<file path="config.mk">
export PLATFORM = sky130hd
export DESIGN_NAME = stage_id_hc_flat
export DESIGN_NICKNAME = d
export VERILOG_FILES = /design/src/rtl/stage_id_hc_pkg.sv /design/src/rtl/stage_id_hc_if.sv /design/src/rtl/stage_id_hc_ctrl.sv /design/src/rtl/stage_id_hc_hazard.sv /design/src/rtl/stage_id_hc_regfile.sv /design/src/rtl/stage_id_hc.sv /design/src/flat_wrapper.sv
export SDC_FILE = /design/constraint.sdc
export NUM_CORES = 2
export LEC_CHECK = 0
export CORE_ASPECT_RATIO = 1.4
export CORE_UTILIZATION = 50
export DETAILED_ROUTE_END_ITERATION = 7
export GPL_TIMING_DRIVEN = 0
export HOLD_SLACK_MARGIN = 0.03
export PLACE_DENSITY = 0.72
export SLEW_MARGIN = 20
export SYNTH_ARGS = -nofsm -noshare
export SYNTH_HDL_FRONTEND = slang
export SYNTH_HIERARCHICAL = 1
export SYNTH_SLANG_ARGS = --single-unit
</file>
<file path="constraint.sdc">
create_clock -name i_clk -period 2.4 [get_ports i_clk]
set_input_delay 0.48 -clock i_clk [delete_from_list [all_inputs] [get_ports i_clk]]
set_output_delay 0.48 -clock i_clk [all_outputs]
set_load 0.1 [all_outputs]
</file>
<file path="src/rtl/stage_id_hc_pkg.sv">
// Shared decode types for the ID stage: opcode/funct enums, ALU codes and the
// packed control bundle carried into the ID/EX register.
package stage_id_hc_pkg;

  typedef enum logic [5:0] {
    OP_RTYPE = 6'h00,
    OP_BEQ   = 6'h04,
    OP_ADDI  = 6'h08,
    OP_LW    = 6'h23,
    OP_SW    = 6'h2B
  } InstOp;

  typedef enum logic [5:0] {
    FN_ADD = 6'h20,
    FN_SUB = 6'h22,
    FN_AND = 6'h24,
    FN_OR  = 6'h25,
    FN_SLT = 6'h2A
  } InstFn;

  typedef logic [2:0] AluOp;

  localparam AluOp ALU_AND = 3'b000;
  localparam AluOp ALU_OR  = 3'b001;
  localparam AluOp ALU_ADD = 3'b010;
  localparam AluOp ALU_SUB = 3'b110;
  localparam AluOp ALU_SLT = 3'b111;

  typedef struct packed {
    logic RegWriteEnable;
    logic MemWriteEnable;
    logic RegDst;
    logic MemToReg;
    logic AluSrcB;
    logic BranchRequest;
    AluOp AluControl;
  } IdCtrl;

  localparam IdCtrl ID_CTRL_NOP = IdCtrl'(9'd0);

  // A bubble keeps the datapath selects but must never write or branch.
  function automatic IdCtrl ctrl_bubble(input IdCtrl c);
    IdCtrl b;
    b                = c;
    b.RegWriteEnable = 1'b0;
    b.MemWriteEnable = 1'b0;
    b.MemToReg       = 1'b0;
    b.BranchRequest  = 1'b0;
    return b;
  endfunction

endpackage

</file>
<file path="src/rtl/stage_id_hc_if.sv">
// IF/WB/EX-facing bundle of the decode stage. The slave modport is the stage
// itself, the master modport is whoever drives it.
interface stage_id_hc_if #(
  parameter int DATA_DBUS_WIDTH = 32,
  parameter int DATA_IBUS_WIDTH = 32,
  parameter int ADDR_IBUS_WIDTH = 32,
  parameter int REG_WIDTH       = 5
);
  logic [DATA_IBUS_WIDTH-1:0] i_Inst;
  logic                       i_InstValid;
  logic [ADDR_IBUS_WIDTH-1:0] i_PCPlus4;
  logic [REG_WIDTH-1:0]       i_RegToWrite;
  logic [DATA_DBUS_WIDTH-1:0] i_RegWriteData;
  logic                       i_RegWriteEnable;
  logic                       i_Stall;
  logic                       i_Flush;
  logic                       o_Hazard;
  logic                       o_Valid;
  logic [DATA_DBUS_WIDTH-1:0] o_DataA;
  logic [DATA_DBUS_WIDTH-1:0] o_DataB;
  logic [REG_WIDTH-1:0]       o_InstRS;
  logic [REG_WIDTH-1:0]       o_InstRT;
  logic [REG_WIDTH-1:0]       o_InstRD;
  logic [DATA_DBUS_WIDTH-1:0] o_InstIMM;
  logic                       o_RegWriteEnable;
  logic                       o_MemWriteEnable;
  logic                       o_RegDst;
  logic                       o_MemToReg;
  logic                       o_AluSrcB;
  logic                       o_BranchRequest;
  logic [2:0]                 o_AluControl;
  logic [ADDR_IBUS_WIDTH-1:0] o_PCPlus4;

  modport master (
    output i_Inst, i_InstValid, i_PCPlus4, i_RegToWrite, i_RegWriteData,
           i_RegWriteEnable, i_Stall, i_Flush,
    input  o_Hazard, o_Valid, o_DataA, o_DataB, o_InstRS, o_InstRT, o_InstRD,
           o_InstIMM, o_RegWriteEnable, o_MemWriteEnable, o_RegDst, o_MemToReg,
           o_AluSrcB, o_BranchRequest, o_AluControl, o_PCPlus4
  );

  modport slave (
    input  i_Inst, i_InstValid, i_PCPlus4, i_RegToWrite, i_RegWriteData,
           i_RegWriteEnable, i_Stall, i_Flush,
    output o_Hazard, o_Valid, o_DataA, o_DataB, o_InstRS, o_InstRT, o_InstRD,
           o_InstIMM, o_RegWriteEnable, o_MemWriteEnable, o_RegDst, o_MemToReg,
           o_AluSrcB, o_BranchRequest, o_AluControl, o_PCPlus4
  );
endinterface

</file>
<file path="src/rtl/stage_id_hc_ctrl.sv">
// Main decoder: opcode and funct to the packed control bundle.
module controller import stage_id_hc_pkg::*; (
  input  logic [5:0] i_Op,
  input  logic [5:0] i_Fn,
  output IdCtrl      o_Ctrl
);
  // Unknown opcodes and functs decode as a harmless no-op.
  always_comb begin
    o_Ctrl = ID_CTRL_NOP;
    case (i_Op)
      OP_RTYPE: begin
        o_Ctrl.RegWriteEnable = 1'b1;
        o_Ctrl.RegDst         = 1'b1;
        case (i_Fn)
          FN_ADD:  o_Ctrl.AluControl = ALU_ADD;
          FN_SUB:  o_Ctrl.AluControl = ALU_SUB;
          FN_AND:  o_Ctrl.AluControl = ALU_AND;
          FN_OR:   o_Ctrl.AluControl = ALU_OR;
          FN_SLT:  o_Ctrl.AluControl = ALU_SLT;
          default: o_Ctrl = ID_CTRL_NOP;
        endcase
      end
      OP_LW: begin
        o_Ctrl.RegWriteEnable = 1'b1;
        o_Ctrl.MemToReg       = 1'b1;
        o_Ctrl.AluSrcB        = 1'b1;
        o_Ctrl.AluControl     = ALU_ADD;
      end
      OP_SW: begin
        o_Ctrl.MemWriteEnable = 1'b1;
        o_Ctrl.AluSrcB        = 1'b1;
        o_Ctrl.AluControl     = ALU_ADD;
      end
      OP_BEQ: begin
        o_Ctrl.BranchRequest = 1'b1;
        o_Ctrl.AluControl    = ALU_SUB;
      end
      OP_ADDI: begin
        o_Ctrl.RegWriteEnable = 1'b1;
        o_Ctrl.AluSrcB        = 1'b1;
        o_Ctrl.AluControl     = ALU_ADD;
      end
      default: o_Ctrl = ID_CTRL_NOP;
    endcase
  end
endmodule

</file>
<file path="src/rtl/stage_id_hc_hazard.sv">
// Load-use comparator: the load sitting in ID/EX targets a source register of
// the instruction now being decoded.
module id_hazard_unit #(
  parameter int REG_WIDTH = 5
) (
  input  logic                 i_Valid,
  input  logic                 i_MemToReg,
  input  logic [REG_WIDTH-1:0] i_ExRT,
  input  logic [REG_WIDTH-1:0] i_RS,
  input  logic [REG_WIDTH-1:0] i_RT,
  output logic                 o_Hz
);
  // RT is compared for every opcode; a false stall is cheaper than a missed one.
  assign o_Hz = i_Valid & i_MemToReg & (i_ExRT != {REG_WIDTH{1'b0}})
              & ((i_ExRT == i_RS) | (i_ExRT == i_RT));
endmodule

</file>
<file path="src/rtl/stage_id_hc_regfile.sv">
// 2**REG_WIDTH-entry register file, entry 0 hard-wired to zero.
// STAGE_ID_WB_BYPASS_EN makes the read ports write-through.
module regfile #(
  parameter int DATA_DBUS_WIDTH = 32,
  parameter int REG_WIDTH       = 5
) (
  input  logic                       i_clk,
  input  logic                       i_rst,
  input  logic [REG_WIDTH-1:0]       i_RegA,
  input  logic [REG_WIDTH-1:0]       i_RegB,
  input  logic [REG_WIDTH-1:0]       i_RegToWrite,
  input  logic [DATA_DBUS_WIDTH-1:0] i_WriteData,
  input  logic                       i_WriteEnable,
  output logic [DATA_DBUS_WIDTH-1:0] o_DataA,
  output logic [DATA_DBUS_WIDTH-1:0] o_DataB
);
  localparam int NREGS = 2 ** REG_WIDTH;

  logic [DATA_DBUS_WIDTH-1:0] r_regs [NREGS];
  logic                       w_we;

  assign w_we = i_WriteEnable & (i_RegToWrite != {REG_WIDTH{1'b0}});

  // Storage; entry 0 is never written so it keeps its reset zero.
  always_ff @(posedge i_clk or negedge i_rst) begin
    if (!i_rst) begin
      for (int k = 0; k < NREGS; k++) r_regs[k] <= {DATA_DBUS_WIDTH{1'b0}};
    end else if (w_we) begin
      r_regs[i_RegToWrite] <= i_WriteData;
    end
  end

  // Read ports.
  always_comb begin
    o_DataA = r_regs[i_RegA];
    o_DataB = r_regs[i_RegB];
`ifdef STAGE_ID_WB_BYPASS_EN
    if (w_we && (i_RegToWrite == i_RegA)) o_DataA = i_WriteData;
    else                                  o_DataA = r_regs[i_RegA];
    if (w_we && (i_RegToWrite == i_RegB)) o_DataB = i_WriteData;
    else                                  o_DataB = r_regs[i_RegB];
`endif
  end
endmodule

</file>
<file path="src/rtl/stage_id_hc.sv">
// Decode stage with valid bit, stall/flush and load-use bubble insertion.
// Optional STAGE_ID_WB_BYPASS_EN (in the regfile) gives write-through reads.
module stage_id_hc import stage_id_hc_pkg::*; #(
  parameter int DATA_DBUS_WIDTH = 32,
  parameter int DATA_IBUS_WIDTH = 32,
  parameter int ADDR_IBUS_WIDTH = 32,
  parameter int REG_WIDTH       = 5
) (
  input  logic          i_clk,
  input  logic          i_rst,
  stage_id_hc_if.slave  bus
);
  logic [DATA_IBUS_WIDTH-1:0] w_inst;
  logic [REG_WIDTH-1:0]       w_rs, w_rt, w_rd;
  logic [DATA_DBUS_WIDTH-1:0] w_imm, w_rf_a, w_rf_b;
  IdCtrl                      w_ctrl;
  logic                       w_hz, w_hazard, w_take, w_load;

  logic                       r_valid;
  logic [DATA_DBUS_WIDTH-1:0] r_data_a, r_data_b, r_imm;
  logic [REG_WIDTH-1:0]       r_rs, r_rt, r_rd;
  logic [ADDR_IBUS_WIDTH-1:0] r_pc;
  IdCtrl                      r_ctrl;

  assign w_inst = bus.i_Inst;
  assign w_rs   = w_inst[21 +: REG_WIDTH];
  assign w_rt   = w_inst[16 +: REG_WIDTH];
  assign w_rd   = w_inst[11 +: REG_WIDTH];
  assign w_imm  = {{(DATA_DBUS_WIDTH-16){w_inst[15]}}, w_inst[15:0]};

  controller u_ctrl (
    .i_Op   (w_inst[31:26]),
    .i_Fn   (w_inst[5:0]),
    .o_Ctrl (w_ctrl)
  );

  regfile #(.DATA_DBUS_WIDTH(DATA_DBUS_WIDTH), .REG_WIDTH(REG_WIDTH)) u_rf (
    .i_clk         (i_clk),
    .i_rst         (i_rst),
    .i_RegA        (w_rs),
    .i_RegB        (w_rt),
    .i_RegToWrite  (bus.i_RegToWrite),
    .i_WriteData   (bus.i_RegWriteData),
    .i_WriteEnable (bus.i_RegWriteEnable),
    .o_DataA       (w_rf_a),
    .o_DataB       (w_rf_b)
  );

  id_hazard_unit #(.REG_WIDTH(REG_WIDTH)) u_hz (
    .i_Valid    (r_valid),
    .i_MemToReg (r_ctrl.MemToReg),
    .i_ExRT     (r_rt),
    .i_RS       (w_rs),
    .i_RT       (w_rt),
    .o_Hz       (w_hz)
  );

  assign w_hazard = w_hz & bus.i_InstValid & ~bus.i_Flush;
  // A flush overrides a stall: the squashed slot must become a bubble now.
  assign w_load   = bus.i_Flush | ~bus.i_Stall;
  assign w_take   = bus.i_InstValid & ~bus.i_Flush & ~w_hazard;

  // ID/EX pipeline register.
  always_ff @(posedge i_clk or negedge i_rst) begin
    if (!i_rst) begin
      r_valid  <= 1'b0;
      r_data_a <= {DATA_DBUS_WIDTH{1'b0}};
      r_data_b <= {DATA_DBUS_WIDTH{1'b0}};
      r_imm    <= {DATA_DBUS_WIDTH{1'b0}};
      r_rs     <= {REG_WIDTH{1'b0}};
      r_rt     <= {REG_WIDTH{1'b0}};
      r_rd     <= {REG_WIDTH{1'b0}};
      r_pc     <= {ADDR_IBUS_WIDTH{1'b0}};
      r_ctrl   <= ID_CTRL_NOP;
    end else if (w_load) begin
      r_valid  <= w_take;
      r_data_a <= w_rf_a;
      r_data_b <= w_rf_b;
      r_imm    <= w_imm;
      r_rs     <= w_rs;
      r_rt     <= w_rt;
      r_rd     <= w_rd;
      r_pc     <= bus.i_PCPlus4;
      r_ctrl   <= w_take ? w_ctrl : ctrl_bubble(w_ctrl);
    end
  end

  assign bus.o_Hazard         = w_hazard;
  assign bus.o_Valid          = r_valid;
  assign bus.o_DataA          = r_data_a;
  assign bus.o_DataB          = r_data_b;
  assign bus.o_InstRS         = r_rs;
  assign bus.o_InstRT         = r_rt;
  assign bus.o_InstRD         = r_rd;
  assign bus.o_InstIMM        = r_imm;
  assign bus.o_RegWriteEnable = r_ctrl.RegWriteEnable;
  assign bus.o_MemWriteEnable = r_ctrl.MemWriteEnable;
  assign bus.o_RegDst         = r_ctrl.RegDst;
  assign bus.o_MemToReg       = r_ctrl.MemToReg;
  assign bus.o_AluSrcB        = r_ctrl.AluSrcB;
  assign bus.o_BranchRequest  = r_ctrl.BranchRequest;
  assign bus.o_AluControl     = r_ctrl.AluControl;
  assign bus.o_PCPlus4        = r_pc;
endmodule

</file>
<file path="src/flat_wrapper.sv">
// flat-port wrapper written by rule: the top's interface ports become plain ports
module stage_id_hc_flat import stage_id_hc_pkg::*;
#(
  parameter int DATA_DBUS_WIDTH = 32,
  parameter int DATA_IBUS_WIDTH = 32,
  parameter int ADDR_IBUS_WIDTH = 32,
  parameter int REG_WIDTH       = 5
)
  (i_clk, i_rst, bus_i_Inst, bus_i_InstValid, bus_i_PCPlus4, bus_i_RegToWrite, bus_i_RegWriteData, bus_i_RegWriteEnable, bus_i_Stall, bus_i_Flush, bus_o_Hazard, bus_o_Valid, bus_o_DataA, bus_o_DataB, bus_o_InstRS, bus_o_InstRT, bus_o_InstRD, bus_o_InstIMM, bus_o_RegWriteEnable, bus_o_MemWriteEnable, bus_o_RegDst, bus_o_MemToReg, bus_o_AluSrcB, bus_o_BranchRequest, bus_o_AluControl, bus_o_PCPlus4);
  stage_id_hc_if #(.DATA_DBUS_WIDTH(DATA_DBUS_WIDTH), .DATA_IBUS_WIDTH(DATA_IBUS_WIDTH), .ADDR_IBUS_WIDTH(ADDR_IBUS_WIDTH), .REG_WIDTH(REG_WIDTH)) bus_i ();
  input  logic i_clk;
  input  logic i_rst;
  input wire logic [$bits(bus_i.i_Inst)-1:0] bus_i_Inst;
  input wire logic [$bits(bus_i.i_InstValid)-1:0] bus_i_InstValid;
  input wire logic [$bits(bus_i.i_PCPlus4)-1:0] bus_i_PCPlus4;
  input wire logic [$bits(bus_i.i_RegToWrite)-1:0] bus_i_RegToWrite;
  input wire logic [$bits(bus_i.i_RegWriteData)-1:0] bus_i_RegWriteData;
  input wire logic [$bits(bus_i.i_RegWriteEnable)-1:0] bus_i_RegWriteEnable;
  input wire logic [$bits(bus_i.i_Stall)-1:0] bus_i_Stall;
  input wire logic [$bits(bus_i.i_Flush)-1:0] bus_i_Flush;
  output wire logic [$bits(bus_i.o_Hazard)-1:0] bus_o_Hazard;
  output wire logic [$bits(bus_i.o_Valid)-1:0] bus_o_Valid;
  output wire logic [$bits(bus_i.o_DataA)-1:0] bus_o_DataA;
  output wire logic [$bits(bus_i.o_DataB)-1:0] bus_o_DataB;
  output wire logic [$bits(bus_i.o_InstRS)-1:0] bus_o_InstRS;
  output wire logic [$bits(bus_i.o_InstRT)-1:0] bus_o_InstRT;
  output wire logic [$bits(bus_i.o_InstRD)-1:0] bus_o_InstRD;
  output wire logic [$bits(bus_i.o_InstIMM)-1:0] bus_o_InstIMM;
  output wire logic [$bits(bus_i.o_RegWriteEnable)-1:0] bus_o_RegWriteEnable;
  output wire logic [$bits(bus_i.o_MemWriteEnable)-1:0] bus_o_MemWriteEnable;
  output wire logic [$bits(bus_i.o_RegDst)-1:0] bus_o_RegDst;
  output wire logic [$bits(bus_i.o_MemToReg)-1:0] bus_o_MemToReg;
  output wire logic [$bits(bus_i.o_AluSrcB)-1:0] bus_o_AluSrcB;
  output wire logic [$bits(bus_i.o_BranchRequest)-1:0] bus_o_BranchRequest;
  output wire logic [$bits(bus_i.o_AluControl)-1:0] bus_o_AluControl;
  output wire logic [$bits(bus_i.o_PCPlus4)-1:0] bus_o_PCPlus4;
  assign bus_i.i_Inst = bus_i_Inst;
  assign bus_i.i_InstValid = bus_i_InstValid;
  assign bus_i.i_PCPlus4 = bus_i_PCPlus4;
  assign bus_i.i_RegToWrite = bus_i_RegToWrite;
  assign bus_i.i_RegWriteData = bus_i_RegWriteData;
  assign bus_i.i_RegWriteEnable = bus_i_RegWriteEnable;
  assign bus_i.i_Stall = bus_i_Stall;
  assign bus_i.i_Flush = bus_i_Flush;
  assign bus_o_Hazard = bus_i.o_Hazard;
  assign bus_o_Valid = bus_i.o_Valid;
  assign bus_o_DataA = bus_i.o_DataA;
  assign bus_o_DataB = bus_i.o_DataB;
  assign bus_o_InstRS = bus_i.o_InstRS;
  assign bus_o_InstRT = bus_i.o_InstRT;
  assign bus_o_InstRD = bus_i.o_InstRD;
  assign bus_o_InstIMM = bus_i.o_InstIMM;
  assign bus_o_RegWriteEnable = bus_i.o_RegWriteEnable;
  assign bus_o_MemWriteEnable = bus_i.o_MemWriteEnable;
  assign bus_o_RegDst = bus_i.o_RegDst;
  assign bus_o_MemToReg = bus_i.o_MemToReg;
  assign bus_o_AluSrcB = bus_i.o_AluSrcB;
  assign bus_o_BranchRequest = bus_i.o_BranchRequest;
  assign bus_o_AluControl = bus_i.o_AluControl;
  assign bus_o_PCPlus4 = bus_i.o_PCPlus4;
  stage_id_hc #(.DATA_DBUS_WIDTH(DATA_DBUS_WIDTH), .DATA_IBUS_WIDTH(DATA_IBUS_WIDTH), .ADDR_IBUS_WIDTH(ADDR_IBUS_WIDTH), .REG_WIDTH(REG_WIDTH)) u_core (.i_clk(i_clk), .i_rst(i_rst), .bus(bus_i));
endmodule
</file>
**Word-level counts from Yosys, hierarchy flattened**

Cells that the tools add are included.

- Register bits: 1161
- Input bits: 107
- Word-level logic and storage cells: 104

- Order comparisons: 4
- Equality and inequality tests: 11
- Mux-type cells: 19
- Bitwise gates (word level): 16
- Reduce and logical (&&, ||, !) cells: 7

Operator list:

| cell | number |
|---|---|
| $bwmux 1024 | 1 |
| $bmux 32 s5 | 2 |
| $demux 32 s5 | 1 |
| $mux 32 | 5 |
| $eq 6x6->1 const B | 7 |
| $ge 6x6->1 const B | 3 |
| $not 5->6 | 3 |
| $pmux 3 s4 | 1 |
| $eq 5x5->1 | 2 |
| $pmux 1 s2 | 5 |
| $reduce_bool 5->1 | 2 |
| $mux 9 | 1 |
| $pmux 3 s3 | 1 |
| $and 1x1->1 | 8 |
| $eq 6x3->1 const B | 1 |
| $eq 6x4->1 const B | 1 |
| $logic_not 6->1 | 1 |
| $lt 6x1->1 const B | 1 |
| $mux 6 | 1 |
| $reduce_or 5->1 | 1 |
| $not 1->1 | 3 |
| $reduce_or 3->1 | 1 |
| $or 1x1->1 | 2 |
| $reduce_or 2->1 | 1 |
| 2 further kinds | 2 |

**Logic depth before layout (Yosys ltp)**

- Depth in word-level cells: 8
- Mapped depth: 9
- Depth with buffers taken out: 6

**Hierarchy**

Netlist, hierarchy kept.

By module, submodules not included:

| module | instances | cells each | area each (µm²) | seq. area each (µm²) |
|---|---|---|---|---|
| regfile | 1 | 4601 | 55937.4 | 25624.6 |
| stage_id_hc | 1 | 312 | 5255.0 | 3303.2 |
| controller | 1 | 27 | 214.0 | 0.0 |
| id_hazard_unit | 1 | 17 | 132.6 | 0.0 |

**Least setup slack after synthesis**

Ideal clock, no wire load.

- Kind: register to output
- Start point: register u_core.r_rt[2], in the netlist u_core/bus.o_InstRT[2]
- End point: output port bus_o_Hazard
- Data arrival time: 2.470 ns
- Required time: 1.920 ns
- Path slack: -0.550 ns
- Cell stages (with the launch flop): 6
- Path buffers: 0
- Cell sequence: dfrtp_1 > xor2_1 > nor3_1 > nand3_1 > a21oi_1 > and3b_1

- Cells in the longest elaborated chain, start to end: 5
- Elaborated cells on any way between the ends: 8
- Those cells by class: 2 x eq/ne; 5 x bitwise; 1 x reduce/logical

Ends and longest elaborated chain:

| element | RTL line | text |
|---|---|---|
| start, declared | stage_id_hc.sv:21 | `logic [REG_WIDTH-1:0] r_rs, r_rt, r_rd;` |
| start signal, assigned | stage_id_hc.sv:71 | `r_rt <= {REG_WIDTH{1'b0}};` |
| start signal, assigned | stage_id_hc.sv:81 | `r_rt <= w_rt;` |
| $eq 5x5->1 or $reduce_bool 5->1 (tied branches) | stage_id_hc_hazard.sv:15, stage_id_hc_hazard.sv:14 |  |
| $or 1x1->1 or $and 1x1->1 (tied branches) | stage_id_hc_hazard.sv:15, stage_id_hc_hazard.sv:14 |  |
| $and 1x1->1 (*) | stage_id_hc_hazard.sv:15 | `& ((i_ExRT == i_RS) \| (i_ExRT == i_RT));` |
| net u_core.w_hz | stage_id_hc.sv:17 | `logic w_hz, w_hazard, w_take, w_load;` |
| $and 1x1->1 (*) (2 in series) | stage_id_hc.sv:58 | `assign w_hazard = w_hz & bus.i_InstValid & ~bus.i_Flush;` |
| end, declared | flat_wrapper.sv:21 | `output wire logic [$bits(bus_i.o_Hazard)-1:0] bus_o_Hazard;` |

Mark *: on every way through the listed nets, which the timed path passes. The rest lies on a longest branch.

**Final worst setup path**

- Start point: register u_core.r_rt[4], in the netlist u_core/bus.o_InstRT[4]
- End point: output port bus_o_Hazard

Same word-level chain as after synthesis.

==> results.ini <==
[clock_network]
cts.sinks = 1156
insertion_delay_ps = 750
cts_root_buf = clkbuf_16
cts_buffer_depth = 3
path_clk_slew_ps = 60
cts_tree = done
numCtsBuffers = 116
htree_levels = 3

[pwr]
switchingPower_w = 0.0188
p_leak_nw = 33.6
clkPwrFrac = 0.327
p_per_area_nw_per_um2 = 822
pwr-share-seq = 0.437
irDropWorstVdd_mv = 0.631
power.share.combinational = 0.235
p_sw_frac = 0.319
internal-power_w = 0.0401

[sta]
worstMarginPinSlew_ps = 914
relSlewSlack = 0.386
rsz0062_at_grt = yes
setup_violations = 47
setup_ws_ps = -444
period_minus_slack_ps = 2840
slew_violations = 0
min_period_over_period = 1.19
final.setup_skew_ps = 28.4
tns_ps = -1310
fmax_ghz = 0.352
hold_violations = 0

[setup_path]
path_cells = or4_4 > o211ai_2 > a21oi_4 > and3b_2 > buf_12
critPathTopFamily = simple AND/OR/NAND/NOR gates
r2r_end = u_core/bus.o_Valid
r2r_slack_ps = 360
crit_fanout = 5
critPathCaptureType = output pin
critical-path-slowest-cell = or4_4
r2r_cells = 6
critPathArrivalTime_ps = 2360
start_kind = flop
critPathKind = flop to output pin
slowest_delay_ps = 520
r2r_start = u_core/bus.o_InstRT[4]
path_buf_inv = 1
worstPathRequired_ps = 1920

[routing]
ant_nets = 0
wl_mm = 225
vias = 45300
drc = 1
drt_first_pass_iters = 8
wl_per_cell_um = 31.8
drtIter0Drc = 4656
vias_per_cell = 6.41

[synth]
ys_async_sr_fraction = 1.00
synthFlopType = dfrtp_1
postSynthCellCount = 4957
synth_area_um2 = 61500
yosys_warnings = 6
synth_edf_count = 0
syn_avg_cell_area_um2 = 12.4
yosys.cell_types.count = 46
synthDominantCellAreaShare = 0.470
synthesis.nets = 5064
synth-seq-cells = 1156
synthTopCellsByArea = dfrtp_1 (47%), mux2_2 (19%), mux2i_1 (17%), a22oi_1 (2.4%), a22o_1 (1.8%)
synth-seq-area-share = 0.470
synth_top_cell_by_area = dfrtp_1

[place]
place.gp.congestion = 1.06
dp.cells = 6833
placed_cell_area_um2 = 66500
port_buffers = 260
post-dp-hpwl_mm = 166

[floorplanning]
start_util = 0.507
num_rows = 151
die_area_um2 = 125000
die_w_um = 299
ioPinCount = 261
dieHeight_um = 417
core_area_um2 = 121000

[finish]
layout.nets = 5458
area_growth_syn_to_layout_pct = 16.5
fin_area_um2 = 71700
finalNonFillerCells = 7061
final_cell_mix = dfrtp_1 (1150), mux2_2 (1051), mux2i_1 (1024), nand2_1 (215), a21oi_1 (198)
drive_above_1_share = 0.348
final_common_cell = dfrtp_1
fill_cells = 10100

[status]
violations = DRC, setup timing
status = finished with violations

[grt]
grt_max_degree = 146
grt_usage = 0.358
grt_pass1_vias = 45700
antenna_found_initial = 13
overflow = 0
grt_pass1_wl_mm = 319

[worst_hold_path]
holdPathEnd = u_core/bus.o_InstRT[0]
holdPathStages = 2
hold_path.class = input port to flop
min_from = bus_i_Inst[16]

[flow_run]
max_cap_violations = 0

[final cells by class]
class,count,area (um2),share of cell area
multi-input cells,3292,30000,0.419
diodes,4,10.0,0.000140
well taps,1606,2010,0.0280
flip-flops and latches,1156,28900,0.404
clock inverters,42,509,0.00710
clock buffers,176,3510,0.0490
repair buffers,279,3110,0.0433
plain buffers,506,3540,0.0495
[metal layers]
| layer | vias up | share of wire | global-route usage |
|---|---|---|---|
| met4 | 8 | 0.080 | 0.253 |
| li1 | 19000 | - | - |
| met2 | 2431 | 0.46 | 0.565 |
| met5 | - | 0.00020 | 0 |
| met1 | 23100 | 0.37 | 0.431 |
| met3 | 738 | 0.088 | 0.0816 |
[timing repair]
item,CTS,global route
hold buffers,1,0
hold endpoints to repair,90,0
gates cloned,0,2
setup endpoints to repair,218,257
resized for setup,815,97
pin swaps,2,3
setup buffers,2,4
[power groups by stage]
stage	sequential (W)	combinational [W]	clock (W)
after floorplan	0.0272	0.00784	0
after global placement	0.0259	0.0130	0
after detailed placement	0.0260	0.0135	0
after CTS	0.0256	0.0136	0.0195
after global routing	0.0262	0.0146	0.0203
final	0.0258	0.0139	0.0193
[how the worst max path moves through the flow]
stage,startpoint,to,slack [ps],cells after the start
finish,u_core/bus.o_InstRT[4],bus_o_Hazard,-440,5
global route,u_core/bus.o_InstRT[4],bus_o_Hazard,-500,6
CTS,u_core/bus.o_InstRT[4],bus_o_Hazard,-520,5
detailed placement,bus_i_Inst[21],u_core/bus.o_DataA[24],-1990,9
global placement,i_rst,u_core/bus.o_InstRT[2],-56150,1
floorplan,u_core/bus.o_InstRT[2],bus_o_Hazard,20,5
[worst reg2reg max path, delay by kind of cell (launching register included)]
kind                   cells  cell delay, ps
and+or+nand+nor            2             960
DFF                        1             450
AOI/OAI and AO/OA          3             400
buffers and inverters      1             150
[logic make-up (layout without fill, tap and decap cells)]
group | count (synthesis) | count (layout) | share of synthesized area
mux | 2144 | 2144 | 0.373
other cells | 0 | 4 | 0
buf+inv | 509 | 1003 | 0.0456
simple gates | 547 | 547 | 0.0440
flops | 1156 | 1156 | 0.470
xor+xnor | 11 | 11 | 0.00157
compound gates | 590 | 590 | 0.0654
[sequential cells by signal, indices dropped and copies added, names as in the netlist]
signal / flops
u_core/bus.o_InstRS: 5
u_core/bus.o_AluControl: 3
u_core/bus.o_DataB: 32
u_core/bus.o_PCPlus4: 32
u_core/bus.o_InstRT: 5
u_core/bus.o_Valid: 1
u_core/bus.o_AluSrcB: 1
u_core/bus.o_BranchRequest: 1
u_core/bus.o_DataA: 32
u_core/u_rf/r_regs: 1024
u_core/bus.o_MemToReg: 1
u_core/bus.o_RegWriteEnable: 1
u_core/bus.o_MemWriteEnable: 1
u_core/bus.o_InstIMM: 16
u_core/bus.o_RegDst: 1
[cells in the mapped netlist, types with 2 or more instances]
master     number
a21oi_1       199
a22o_1        128
a22oi_1       194
a31oi_1        65
and2_1          3
and3_1          2
and3b_1         2
buf_1          27
buf_2         113
buf_4          92
buf_6          50
buf_8           3
clkbuf_1      224
dfrtp_1      1156
mux2_1         39
mux2_2       1051
mux2_4         30
mux2i_1      1024
nand2_1       215
nand2b_1        6
nand3_1       197
nand3b_1        4
nand4bb_1       4
nor2_1          7
nor2_4         16
nor2b_1         5
nor3_1         69
nor3b_2         3
or2_2           3
xnor2_1         4
xor2_1          7
[per-stage QoR]
stage                     utilization  total power (W)  hold WS (ps)  setup WS, ps
after floorplan                     -           0.0350           184          19.3
after global placement          0.545           0.0389           461        -56150
after detailed placement        0.547           0.0395           468         -1990
after CTS                       0.587           0.0588           276          -518
after global routing            0.590           0.0611           272          -499
final                           0.590           0.0589           253          -444
Power figures use the tool's default switching activity.
